File: src/rtl/mem_map_pkg.sv
// Shared memory-map constants, controller state encoding and master IDs
// for the two-master memory bus controller.
package mem_map_pkg;

    localparam logic [15:0] REGION_BRAM   = 16'h0000;
    localparam logic [15:0] REGION_SRAM   = 16'h0001;
    localparam logic [15:0] REGION_FLASH  = 16'h0002;
    localparam logic [15:0] REGION_PERIPH = 16'h0003;

    localparam logic [1:0] IDLE   = 2'd0;
    localparam logic [1:0] ACCESS = 2'd1;
    localparam logic [1:0] RESP   = 2'd2;
    localparam logic [1:0] ERR    = 2'd3;

    localparam logic M0 = 1'b0;
    localparam logic M1 = 1'b1;

    typedef struct packed {
        logic [31:0] addr;
        logic        we;
        logic [31:0] wdata;
        logic [3:0]  be;
    } bus_req_t;

endpackage

File: src/rtl/rr_arbiter2.sv
// Two-input round-robin arbiter: on contention the master that did not win
// last time is granted; last_grant only moves when the caller commits a grant.
module rr_arbiter2
    import mem_map_pkg::*;
(
    input  logic       clk,
    input  logic       rst_n,
    input  logic [1:0] req_i,
    input  logic       update_i,
    output logic       grant_o
);

    logic last_q;

    always_comb begin
        if (req_i[0] && req_i[1]) begin
            grant_o = ~last_q;
        end else begin
            grant_o = req_i[1];
        end
    end

    // Reset to M1 so that M0 wins the first contest.
    always_ff @(posedge clk or negedge rst_n) begin
        if (!rst_n) begin
            last_q <= M1;
        end else if (update_i) begin
            last_q <= grant_o;
        end
    end

endmodule

File: src/rtl/mem_bus_controller.sv
// Arbitrates the fetch (M0) and data (M1) masters onto one slave bus, decodes
// the 64 KiB regions and applies per-region wait states.
module mem_bus_controller
    import mem_map_pkg::*;
#(
    parameter int BRAM_WAIT   = 0,
    parameter int SRAM_WAIT   = 1,
    parameter int FLASH_WAIT  = 3,
    parameter int PERIPH_WAIT = 1,
    parameter int WAIT_W      = 4
) (
    input  logic        clk,
    input  logic        rst_n,
    input  logic        m0_req,
    input  logic [31:0] m0_addr,
    output logic        m0_ack,
    output logic        m0_err,
    output logic [31:0] m0_rdata,
    input  logic        m1_req,
    input  logic        m1_we,
    input  logic [31:0] m1_addr,
    input  logic [31:0] m1_wdata,
    input  logic [3:0]  m1_be,
    output logic        m1_ack,
    output logic        m1_err,
    output logic [31:0] m1_rdata,
    output logic        mem_en,
    output logic        mem_we,
    output logic [31:0] mem_addr,
    output logic [31:0] mem_wdata,
    output logic [3:0]  mem_be,
    output logic        bram_sel,
    output logic        sram_sel,
    output logic        flash_sel,
    output logic        periph_sel,
    input  logic [31:0] mem_rdata
);

    logic [1:0]        state_q, state_d;
    logic [WAIT_W-1:0] cnt_q, cnt_d;
    logic              gnt_q, gnt_d;
    bus_req_t          req_q, req_d;
    logic [3:0]        sel_q, sel_d;
    logic [31:0]       rdata_q, rdata_d;

    logic              any_req;
    logic              arb_update;
    logic              arb_grant;
    bus_req_t          req_cur;
    logic [3:0]        dec_sel;
    logic [WAIT_W-1:0] dec_wait;
    logic              dec_err;

    assign any_req    = m0_req | m1_req;
    assign arb_update = (state_q == IDLE) && any_req;

    rr_arbiter2 u_arb (
        .clk      (clk),
        .rst_n    (rst_n),
        .req_i    ({m1_req, m0_req}),
        .update_i (arb_update),
        .grant_o  (arb_grant)
    );

    // The fetch port is read-only with full-word enables.
    always_comb begin
        if (arb_grant == M1) begin
            req_cur.addr  = m1_addr;
            req_cur.we    = m1_we;
            req_cur.wdata = m1_wdata;
            req_cur.be    = m1_be;
        end else begin
            req_cur.addr  = m0_addr;
            req_cur.we    = 1'b0;
            req_cur.wdata = '0;
            req_cur.be    = 4'hF;
        end
    end

    always_comb begin
        dec_sel  = 4'b0000;
        dec_wait = '0;
        case (req_cur.addr[31:16])
            REGION_BRAM: begin
                dec_sel  = 4'b0001;
                dec_wait = WAIT_W'(BRAM_WAIT);
            end
            REGION_SRAM: begin
                dec_sel  = 4'b0010;
                dec_wait = WAIT_W'(SRAM_WAIT);
            end
            REGION_FLASH: begin
                dec_sel  = 4'b0100;
                dec_wait = WAIT_W'(FLASH_WAIT);
            end
            REGION_PERIPH: begin
                dec_sel  = 4'b1000;
                dec_wait = WAIT_W'(PERIPH_WAIT);
            end
            default: begin
                dec_sel  = 4'b0000;
                dec_wait = '0;
            end
        endcase
        dec_err = (dec_sel == 4'b0000) || (req_cur.we && dec_sel[2]);
    end

    always_comb begin
        state_d = state_q;
        cnt_d   = cnt_q;
        gnt_d   = gnt_q;
        req_d   = req_q;
        sel_d   = sel_q;
        rdata_d = rdata_q;
        case (state_q)
            IDLE: begin
                if (any_req) begin
                    gnt_d = arb_grant;
                    req_d = req_cur;
                    sel_d = dec_sel;
                    cnt_d = dec_wait;
                    state_d = dec_err ? ERR : ACCESS;
                end
            end
            ACCESS: begin
                // Read data is captured in the final wait cycle; writes return zero.
                if (cnt_q == '0) begin
                    rdata_d = req_q.we ? '0 : mem_rdata;
                    state_d = RESP;
                end else begin
                    cnt_d = cnt_q - WAIT_W'(1);
                end
            end
            RESP:    state_d = IDLE;
            ERR:     state_d = IDLE;
            default: state_d = IDLE;
        endcase
    end

    always_ff @(posedge clk or negedge rst_n) begin
        if (!rst_n) begin
            state_q <= IDLE;
            cnt_q   <= '0;
            gnt_q   <= M0;
            req_q   <= '0;
            sel_q   <= '0;
            rdata_q <= '0;
        end else begin
            state_q <= state_d;
            cnt_q   <= cnt_d;
            gnt_q   <= gnt_d;
            req_q   <= req_d;
            sel_q   <= sel_d;
            rdata_q <= rdata_d;
        end
    end

    logic in_access;
    logic in_resp;
    logic in_err;

    assign in_access = (state_q == ACCESS);
    assign in_resp   = (state_q == RESP);
    assign in_err    = (state_q == ERR);

    // Slave-side signals are only driven during the access window.
    assign mem_en     = in_access;
    assign mem_we     = in_access & req_q.we;
    assign mem_addr   = in_access ? req_q.addr  : '0;
    assign mem_wdata  = in_access ? req_q.wdata : '0;
    assign mem_be     = in_access ? req_q.be    : '0;
    assign bram_sel   = in_access & sel_q[0];
    assign sram_sel   = in_access & sel_q[1];
    assign flash_sel  = in_access & sel_q[2];
    assign periph_sel = in_access & sel_q[3];

    assign m0_ack   = in_resp & (gnt_q == M0);
    assign m0_err   = in_err  & (gnt_q == M0);
    assign m0_rdata = (in_resp && gnt_q == M0) ? rdata_q : '0;
    assign m1_ack   = in_resp & (gnt_q == M1);
    assign m1_err   = in_err  & (gnt_q == M1);
    assign m1_rdata = (in_resp && gnt_q == M1) ? rdata_q : '0;

endmodule

File: config.mk
export PLATFORM = sky130hd
export DESIGN_NAME = mem_bus_controller
export DESIGN_NICKNAME = d
export VERILOG_FILES = /design/src/rtl/mem_map_pkg.sv /design/src/rtl/rr_arbiter2.sv /design/src/rtl/mem_bus_controller.sv
export SDC_FILE = /design/constraint.sdc
export NUM_CORES = 1
export LEC_CHECK = 0
export CORE_UTILIZATION = 44
export CTS_BUF_LIST = sky130_fd_sc_hd__clkbuf_16
export DETAILED_ROUTE_END_ITERATION = 6
export HOLD_SLACK_MARGIN = 0.05
export PLACE_DENSITY = 0.92
export SLEW_MARGIN = 10
export SYNTH_ARGS = -nofsm -noshare
export SYNTH_HDL_FRONTEND = slang
export SYNTH_SLANG_ARGS = --single-unit
File: constraint.sdc
create_clock -name clk -period 3.5 [get_ports clk]
set_input_delay 0.525 -clock clk [delete_from_list [all_inputs] [get_ports clk]]
set_output_delay 0.525 -clock clk [all_outputs]
set_load 0.02 [all_outputs]
# After elaboration in Yosys (flattened, before gate mapping)

Cells that the tools add are included.

Flip-flop bits (word level): 113
Latch bits: 0
RAM bits: 0
ROM bits: 0
Input port bits: 137
Output and inout port bits: 142
Word-level logic and storage cells: 66
Memories kept: 0

Add/subtract/negate cells: 1
$mul: 0
Div/mod/pow operators: 0
Order comparisons: 0
Equal/unequal tests: 9
Shift-type cells: 0
Muxes and demuxes: 17
Bitwise logic cells: 12
Reduce and logical (&&, ||, !) cells: 17

Operators by type and width:

| operator              | number |
|---|---|
| $mux W32              | 5 |
| $mux W69              | 1 |
| $eq A16 B2 Y1 const B | 2 |
| $eq A16 B1 Y1 const B | 1 |
| $logic_not A16 Y1     | 1 |
| $pmux W4 S4           | 1 |
| $mux W4               | 3 |
| $and A1 B1 Y1         | 9 |
| $logic_not A4 Y1      | 2 |
| $pmux W4 S2           | 1 |
| $mux W2               | 3 |
| $pmux W2 S3           | 1 |
| $reduce_and A2 Y1     | 3 |
| $logic_and A1 B1 Y1   | 5 |
| $eq A2 B2 Y1 const B  | 2 |
| $ne A2 B2 Y1 const B  | 2 |
| $pmux W2 S2           | 1 |
| $reduce_or A2 Y1      | 2 |
| $sub A4 B1 Y4 const B | 1 |
| $reduce_and A3 Y1     | 1 |
| $eq A2 B1 Y1 const B  | 1 |
| $logic_not A2 Y1      | 1 |
| $ne A2 B1 Y1 const B  | 1 |
| $not A1 Y1            | 2 |
| 4 further kinds       | 4 |

# Longest topological paths before layout

Gate-level depths: netlist (run 1).

Depth after elaboration: 10
Gate-level depth with buffers: 8
Gate-level depth less buffers: 6

# Modules after synthesis

A second synthesis (run 1) with hierarchy kept.

Cell total of the unflattened synthesis: 659
Area total of the unflattened synthesis: 5844.4 µm²

Modules (own cells, without submodules):

| module             | instances | cells each | area an instance (µm²) |
|---|---|---|---|
| mem_bus_controller | 1         | 656        | 5791.8 |
| rr_arbiter2        | 1         | 3          | 52.6 |

# Worst setup path before layout (run 1)

Ideal clock, no wire load.

Path type: register to output
Start point: register state_q[0]
End point: output m1_rdata[22]
Arrival: 1.386 ns
Required time: 2.975 ns
Slack: 1.589 ns
Stages on the path, launching flop included: 4
Buffers on the path: 1
Cells stage by stage: dfrtp_1 and3b_1 clkbuf_1 and2_1

Longest elaborated chain between the ends: 3

RTL lines:

| what                     | line                      | text |
|---|---|---|
| start: declaration       | mem_bus_controller.sv:39  | `logic [1:0] state_q, state_d;` |
| start signal: assignment | mem_bus_controller.sv:149 | `state_q <= state_d;` |
| $eq A2 B2 Y1             | mem_bus_controller.sv:163 | `assign in_resp = (state_q == RESP);` |
| $logic_and A1 B1 Y1      | mem_bus_controller.sv:182 | `assign m1_rdata = (in_resp && gnt_q == M1) ? rdata_q : '0;` |
| $mux W32                 | mem_bus_controller.sv:182 |  |
| end: declaration         | mem_bus_controller.sv:26  | `output logic [31:0] m1_rdata,` |

Every way passes these cells.

# Final worst setup path (run 1)

Start point: register state_q[1]
End point: output mem_wdata[22]

Longest elaborated chain between the ends: 2

RTL lines:

| what             | line                      | text |
|---|---|---|
| $eq A2 B1 Y1     | mem_bus_controller.sv:162 | `assign in_access = (state_q == ACCESS);` |
| $mux W32         | mem_bus_controller.sv:170 | `assign mem_wdata = in_access ? req_q.wdata : '0;` |
| end: declaration | mem_bus_controller.sv:30  | `output logic [31:0] mem_wdata,` |

Every way passes these cells.

==> metrics.md, run 1 <==
| Metric | Value |
|---|---|
| # nets final | ~1000 |
| Most Crowded Layer GR | met2 |
| Mapped Area | 0.005762 mm² |
| Global Route met3 Usage | 0.07784 |
| Post-synth ARST share | 1.000 |
| Power Density | 765.4 mW/mm² |
| Iteration-0 DRC Markers | roughly 280 |
| Net Count, Synth | ~740 |
| Slew @ Worst Pin | between 0.9 and 1 ns |
| Final setup viols | 0 |
| Synth Flop Type | dfrtp_1 |
| Die height | 116.4 µm |
| DR WL/cell | between 15 and 20 µm |
| Outcome | completed |
| Worst r2r path cells | 4 |
| Crit path max fanout | 34 |
| Worst Hold Class | primary input to async pin |
| Worst r2r src | state_q[1]$_DFFE_PN0P_ |
| Crit Reg-Reg Endpoint | state_q[1]$_DFFE_PN0P_ |
| Crit share post-route | 0.8937 |
| Die W | roughly 120 µm |
| Worst skew pair latency | roughly 0.4 ns |
| Min cycle time layout | 3.128 ns |
| Die ar. | ~0.014 mm² |
| RSZ-0062 raised after global routing | false |
| Leakage | between 3 and 4 nW |
| Vias in the first global route | around 5000 |
| Vias per std cell | 4.989 |
| Peak Freq | roughly 320 MHz |
| Clock Sinks | between 100 and 150 |
| Startpoint Class | register |
| Pin count of the biggest net entering global routing | around 110 |
| Clk slew on worst S/H paths | 0.06 ns |
| Fin. Hold Viols | 0 |
| Core Footprint | 0.01267 mm² |
| Crit path required time | between 2 and 3 ns |
| Post-CTS Hold Buffers | 0 |
| GPL Wtd Cong | ~0.8 |
| Clock power share | 0.235 |
| Residual DRC count | 0 |
| Post-synth top area share | 0.4864 |
| Area growth syn-to-layout | 60.15% |
| Met2 usage | 0.4217 |
| Combinational power share | 0.439 |
| Final Skew | approximately 0.0087 ns |
| Port Buffers | 278 |
| Area contributors post-synth | dfrtp_1, and2_1, o21ai_0, mux2i_1, nand2_1 |
| Seq cells post-synth | around 110 |
| Post-CTS repair timing setup buffer count | 0 |
| Clock Path Buffers | 2 |
| Largest area contributor in the netlist | dfrtp_1 |
| Slew headroom | 0.3539 |
| CTS Root Cell | clkbuf_16 |
| Setup tns final | 0 ns |
| Vias | about 5200 |
| Post-cts resize count | 0 |
| Final ANT Viol Nets | 0 |
| Worst path arrival time | about 2.6 ns |
| First-pass GRT wire length | approximately 25000 µm |
| Post-synthesis average cell area | between 9 and 10 µm² |
| Detailed placer's ending HPWL | 11840 µm |
| Int Power | approximately 4.4 mW |
| Number of max-cap violations | 0 |
| Sequential area share after synthesis | 0.4910 |
| Post-layout util | 0.7283 |
| Clock buffer count from CTS | 17 |
| EDFF count, synth | 0 |
| Share of layout cells above drive strength 1 | 0.05950 |
| Routed WL | 16460 µm |
| CP endpoint kind | output pin |
| CTS tree | done |
| Peak supply drop | roughly 330 µV |
| Global route overflow | 0 |
| Yosys warnings | 0 |
| H-tree depth | 4 |
| Initial Util | 0.4547 |
| Row count | just over 40 |
| GRT Overall Usage | 0.2424 |
| Initial antenna violation count | 0 |
| Drt first pass iters | 4 |
| Switching Fraction | 0.3743 |
| Antenna Diode Count | 0 |
| M1 GR Usage | 0.2779 |
| # IOs | 279 |
| Sequential share of power | 0.326 |
| Flop2flop setup slack | 1.16 ns |
| Synth Instances | 600 |
| Yosys cell types | 44 |
| Crit Path Class | register to output pin |
| NetSw | between 2 and 3 mW |
| # fillers | about 930 |
| Max Slew Vio Count | 0 |
[layout by cell type, fill, tap and decap left out, drive strengths merged, types with 3 or more instances in the layout]
| master | instances |
|---|---|
| a21oi | 3 |
| buf | 10 |
| inv | 10 |
| clkdlybuf4s50 | 277 |
| nand2 | 81 |
| o311ai | 3 |
| o21ai | 64 |
| nand2b | 33 |
| nor4 | 7 |
| and2 | 138 |
| a22o | 33 |
| clkinv | 6 |
| clkbuf | 17 |
| clkinvlp | 4 |
| o22a | 4 |
| dfrtp | 112 |
| mux2i | 31 |
| nor2 | 10 |
[per-layer routing]
metal | wire [µm] | vias to the layer above
li1 | - | 2544
met1 | 6787 | 2456
met2 | 8105 | 205
met3 | 1305 | 13
met4 | 257 | 0
met5 | 0 | -
[flip-flops by register name, summed over array words and instances, names as in the netlist]
register / count
req_q: 69
rdata_q: 32
cnt_q: 4
sel_q: 4
state_q: 2
gnt_q: 1
u_arb.last_q: 1
[power groups by stage]
stage | combinational [mW] | sequential (mW) | clock, mW
after floorplan | 1.97 | 2.18 | 0
after global placement | 3.03 | 2.29 | 0
after detailed placement | 3.13 | 2.31 | 0
after CTS | 3.14 | 2.30 | 1.69
after global routing | 3.40 | 2.38 | 1.76
final | 3.10 | 2.30 | 1.66
[worst max-delay path, stage by stage, from the launching register on]
cell and delay [ns]:
dfrtp_1 0.43, nand2b_2 0.22, inv_2 0.39, buf_4 0.34
and2_1 0.20, clkdlybuf4s50_1 0.61
[final cells by class]
cell class | instances | area, µm² | share of cell area
timing repair buffer | 287 | 2860 | 0.3100
sequential | 113 | 2829 | 0.3066
multi-input combinational | 435 | 2725 | 0.2953
clock buffer | 17 | 425.4 | 0.04610
tap | 172 | 215.2 | 0.02332
clock inverter | 15 | 146.4 | 0.01586
inverter | 7 | 26.28 | 0.002847
[cell families (layout without fill, tap and decap cells)]
family          after synthesis  count (layout)  synth area share
fa+ha+maj                     1               1          0.002171
flops                       113             113            0.4910
compound gates              118             118            0.1379
simple gates                285             285            0.2749
buf+inv                      52             326           0.04017
mux                          31              31           0.05385
[through the flow]
| step | instance area (µm²) | power, mW | setup WS (ns) | hold slack, ns | instances |
|---|---|---|---|---|---|
| final | 9228 | 7.063 | 0.3721 | 0.1888 | 1046 |
| after global routing | 9228 | 7.538 | 0.1905 | 0.2462 | 1046 |
| after CTS | 9228 | 7.130 | 0.3541 | 0.2242 | 1046 |
| after detailed placement | 8656 | 5.442 | 0.8296 | 0.4619 | 1014 |
| after global placement | 8656 | 5.320 | 0.8881 | 0.4531 | 1014 |
| after floorplan | 5762 | 4.144 | 1.589 | 0.2294 | 600 |
[worst max path at each step]
stage                                start             to  slack, ns  cells past startpoint
global placement    state_q[1]$_DFFE_PN0P_   mem_wdata[3]       0.89                      5
global route        state_q[1]$_DFFE_PN0P_  mem_wdata[22]       0.19                      5
finish              state_q[1]$_DFFE_PN0P_  mem_wdata[22]       0.37                      5
CTS                 state_q[1]$_DFFE_PN0P_  mem_wdata[22]       0.35                      5
floorplan           state_q[0]$_DFFE_PN0P_   m1_rdata[22]       1.59                      3
detailed placement  state_q[1]$_DFFE_PN0P_  mem_wdata[27]       0.83                      5
[cell usage after synthesis, types with 3 or more instances]
cell	number
dfrtp_1	112
a21oi_1	3
inv_1	6
o22a_1	4
mux2i_1	31
and2_1	138
nand2b_1	32
nor4_1	7
nor2_1	9
nand2_1	80
o21ai_0	63
buf_4	4
a22o_1	33
buf_2	17
clkbuf_1	23
o311ai_2	3
Power figures use the tool's default switching activity.
==> inputs of run 2 (changes only) <==
Settings changed: CORE_MARGIN set to 2.
==> run 2 against run 1 <==
Compared with the run above: setup slack better by 0.040 ns; sequential share of layout area hardly changed; design area decreased by 0.11%; worst hold slack barely moved; largest cell class unchanged.
==> metrics.md, run 2 (same netlist as run 1, synthesis figures left out) <==
| Metric | Value |
|---|---|
| CTS Root Cell | clkbuf_16 |
| Number of max-cap violations | 0 |
| Cell Area, Placed | between 0.008 and 0.009 mm² |
| Worst path arrival time | between 2 and 3 ns |
| Setup tns final | 0 ns |
| Finished Cell Area | ~0.009 mm² |
| Max Slew Vio Count | 0 |
| Peak Freq | around 320 MHz |
| Crit Path Class | register to output pin |
| GPL Wtd Cong | 0.8309 |
| Core Footprint | 0.01272 mm² |
| Routed WL | approximately 17000 µm |
| Clock buffer count from CTS | 17 |
| Crit share post-route | 0.8824 |
| Switching Fraction | 0.3732 |
| # fillers | between 900 and 1000 |
| Worst r2r path cells | 4 |
| Final ANT Viol Nets | 0 |
| CTS tree | done |
| Detailed placer's ending HPWL | 12560 µm |
| Die W | 118.4 µm |
| Die height | 118.4 µm |
| Multi-input combinational cell area | between 0.002 and 0.003 mm² |
| Crit Reg-Reg Endpoint | state_q[1]$_DFFE_PN0P_ |
| Crit path required time | between 2 and 3 ns |
| Most frequent cells in the layout | clkdlybuf4s50_1, and2_1, dfrtp_1, nand2_1, o21ai_0 |
| Vias | 5291 |
| Global route overflow | 0 |
| Drt first pass iters | 4 |
| NetSw | around 2.6 mW |
| Startpoint Class | register |
| Slew headroom | 0.3313 |
| Largest regs | req_q (69), rdata_q (32) |
| DR WL/cell | around 16 µm |
| Combinational power share | 0.442 |
| Min cycle time layout | between 3 and 4 ns |
| First-pass GRT wire length | approximately 27000 µm |
| Slack of the critical path | slightly above 0.4 ns |
| Outcome | completed |
| Residual DRC count | 0 |
| Fin. Hold Viols | 0 |
| Clock Sinks | 113 |
| Setup slack at placement | ~0.79 ns |
| Area growth syn-to-layout | 59.98% |
| Worst r2r src | state_q[1]$_DFFE_PN0P_ |
| GRT Overall Usage | 0.2433 |
| Vias per std cell | 5.053 |
| Tot Pwr | a little over 7 mW |
| Worst-path cell chain | nand2b_2 -> inv_2 -> buf_4 -> and2_1 -> clkdlybuf4s50_1 |
| Antenna Diode Count | 0 |
| Leakage | between 3 and 4 nW |
| Max reg flops | just under 70 |
| Peak supply drop | 411.7 µV |
| Share of layout cells above drive strength 1 | 0.05829 |
| Int Power | 4.414 mW |
| Worst skew pair latency | slightly below 0.4 ns |
| Row count | 41 |
| Initial Util | 0.4529 |
| Max incr delay on CP | 0.62 ns |
| Final setup viols | 0 |
| # IOs | about 280 |
| Worst Hold Class | primary input to async pin |
| Die ar. | roughly 0.014 mm² |
| Commonest non-fill, non-tap cell in the layout | clkdlybuf4s50_1 |
| Clock power share | 0.230 |
| Reg area | 0.002829 mm² |
| Post-CTS repair timing setup buffer count | 0 |
| Crit path max fanout | 33 |
| Sequential share of power | 0.328 |
| Post-cts resize count | 0 |
| # nets final | 1000 |
| Power Density | ~760 mW/mm² |
| Clk slew on worst S/H paths | around 0.050 ns |
| Post-CTS Hold Buffers | 0 |
| Flop2flop setup slack | approximately 1.2 ns |
| Iteration-0 DRC Markers | 320 |
| Final Skew | between 0.005 and 0.006 ns |
| Pin count of the biggest net entering global routing | between 60 and 70 |
| H-tree depth | 4 |
| Vias in the first global route | 5137 |
| RSZ-0062 raised after global routing | false |
| Most flop-heavy register | req_q |
| Clock Path Buffers | 2 |
| Crit-path slowest cell | clkdlybuf4s50_1 |
| Slew @ Worst Pin | between 0.9 and 1 ns |
| CP endpoint kind | output pin |
| Initial antenna violation count | 0 |
| Port Buffers | between 200 and 300 |
## run 2: power groups by stage
stage / clock network, mW / registers (mW) / logic [mW]
after floorplan: 0 / 2.18 / 1.97
after global placement: 0 / 2.30 / 3.05
after detailed placement: 0 / 2.32 / 3.15
after CTS: 1.65 / 2.31 / 3.16
after global routing: 1.72 / 2.38 / 3.41
final: 1.62 / 2.31 / 3.11
## run 2: critical path, delay by kind of cell, from the launching register on
| kind | cells | cell delay, ns |
|---|---|---|
| and+or+nand+nor | 2 | 0.40 |
| DFF | 1 | 0.43 |
| buffers and inverters | 3 | 1.33 |
## run 2: how the worst max path moves through the flow
stage               endpoint              startpoint  cells after the start  slack (ns)
2_1_floorplan   m1_rdata[22]  state_q[0]$_DFFE_PN0P_                      3        1.59
3_3_place_gp     mem_addr[2]  state_q[1]$_DFFE_PN0P_                      5        0.86
3_5_place_dp   mem_wdata[11]  state_q[1]$_DFFE_PN0P_                      5        0.79
4_1_cts        mem_wdata[11]  state_q[1]$_DFFE_PN0P_                      5        0.36
5_1_grt         mem_addr[30]  state_q[0]$_DFFE_PN0P_                      5        0.27
6_report       mem_wdata[11]  state_q[1]$_DFFE_PN0P_                      5        0.41
## run 2: per-layer routing
metal	vias up	global-route usage	routed length, µm
li1	2548	-	-
met3	14	0.06708	1297
met2	209	0.4277	8829
met5	-	0	0
met4	0	0.07366	170
met1	2520	0.2895	6773
## run 2: cell type report
class / count / share of cell area
Clock buffer: 17 / 0.04615
Clock inverter: 15 / 0.01398
Tap cell: 172 / 0.02335
Multi-Input combinational cell: 435 / 0.2956
Sequential cell: 113 / 0.3069
Inverter: 7 / 0.002851
Timing Repair Buffer: 288 / 0.3111
## run 2: metrics by stage
stage,hold slack [ns],utilization,cells
3_5_place_dp,0.4635,0.6810,1015
4_1_cts,0.2207,0.7245,1047
6_report,0.1884,0.7245,1047
5_1_grt,0.2537,0.7245,1047
3_3_place_gp,0.4533,0.6810,1015
2_1_floorplan,0.2294,-,600
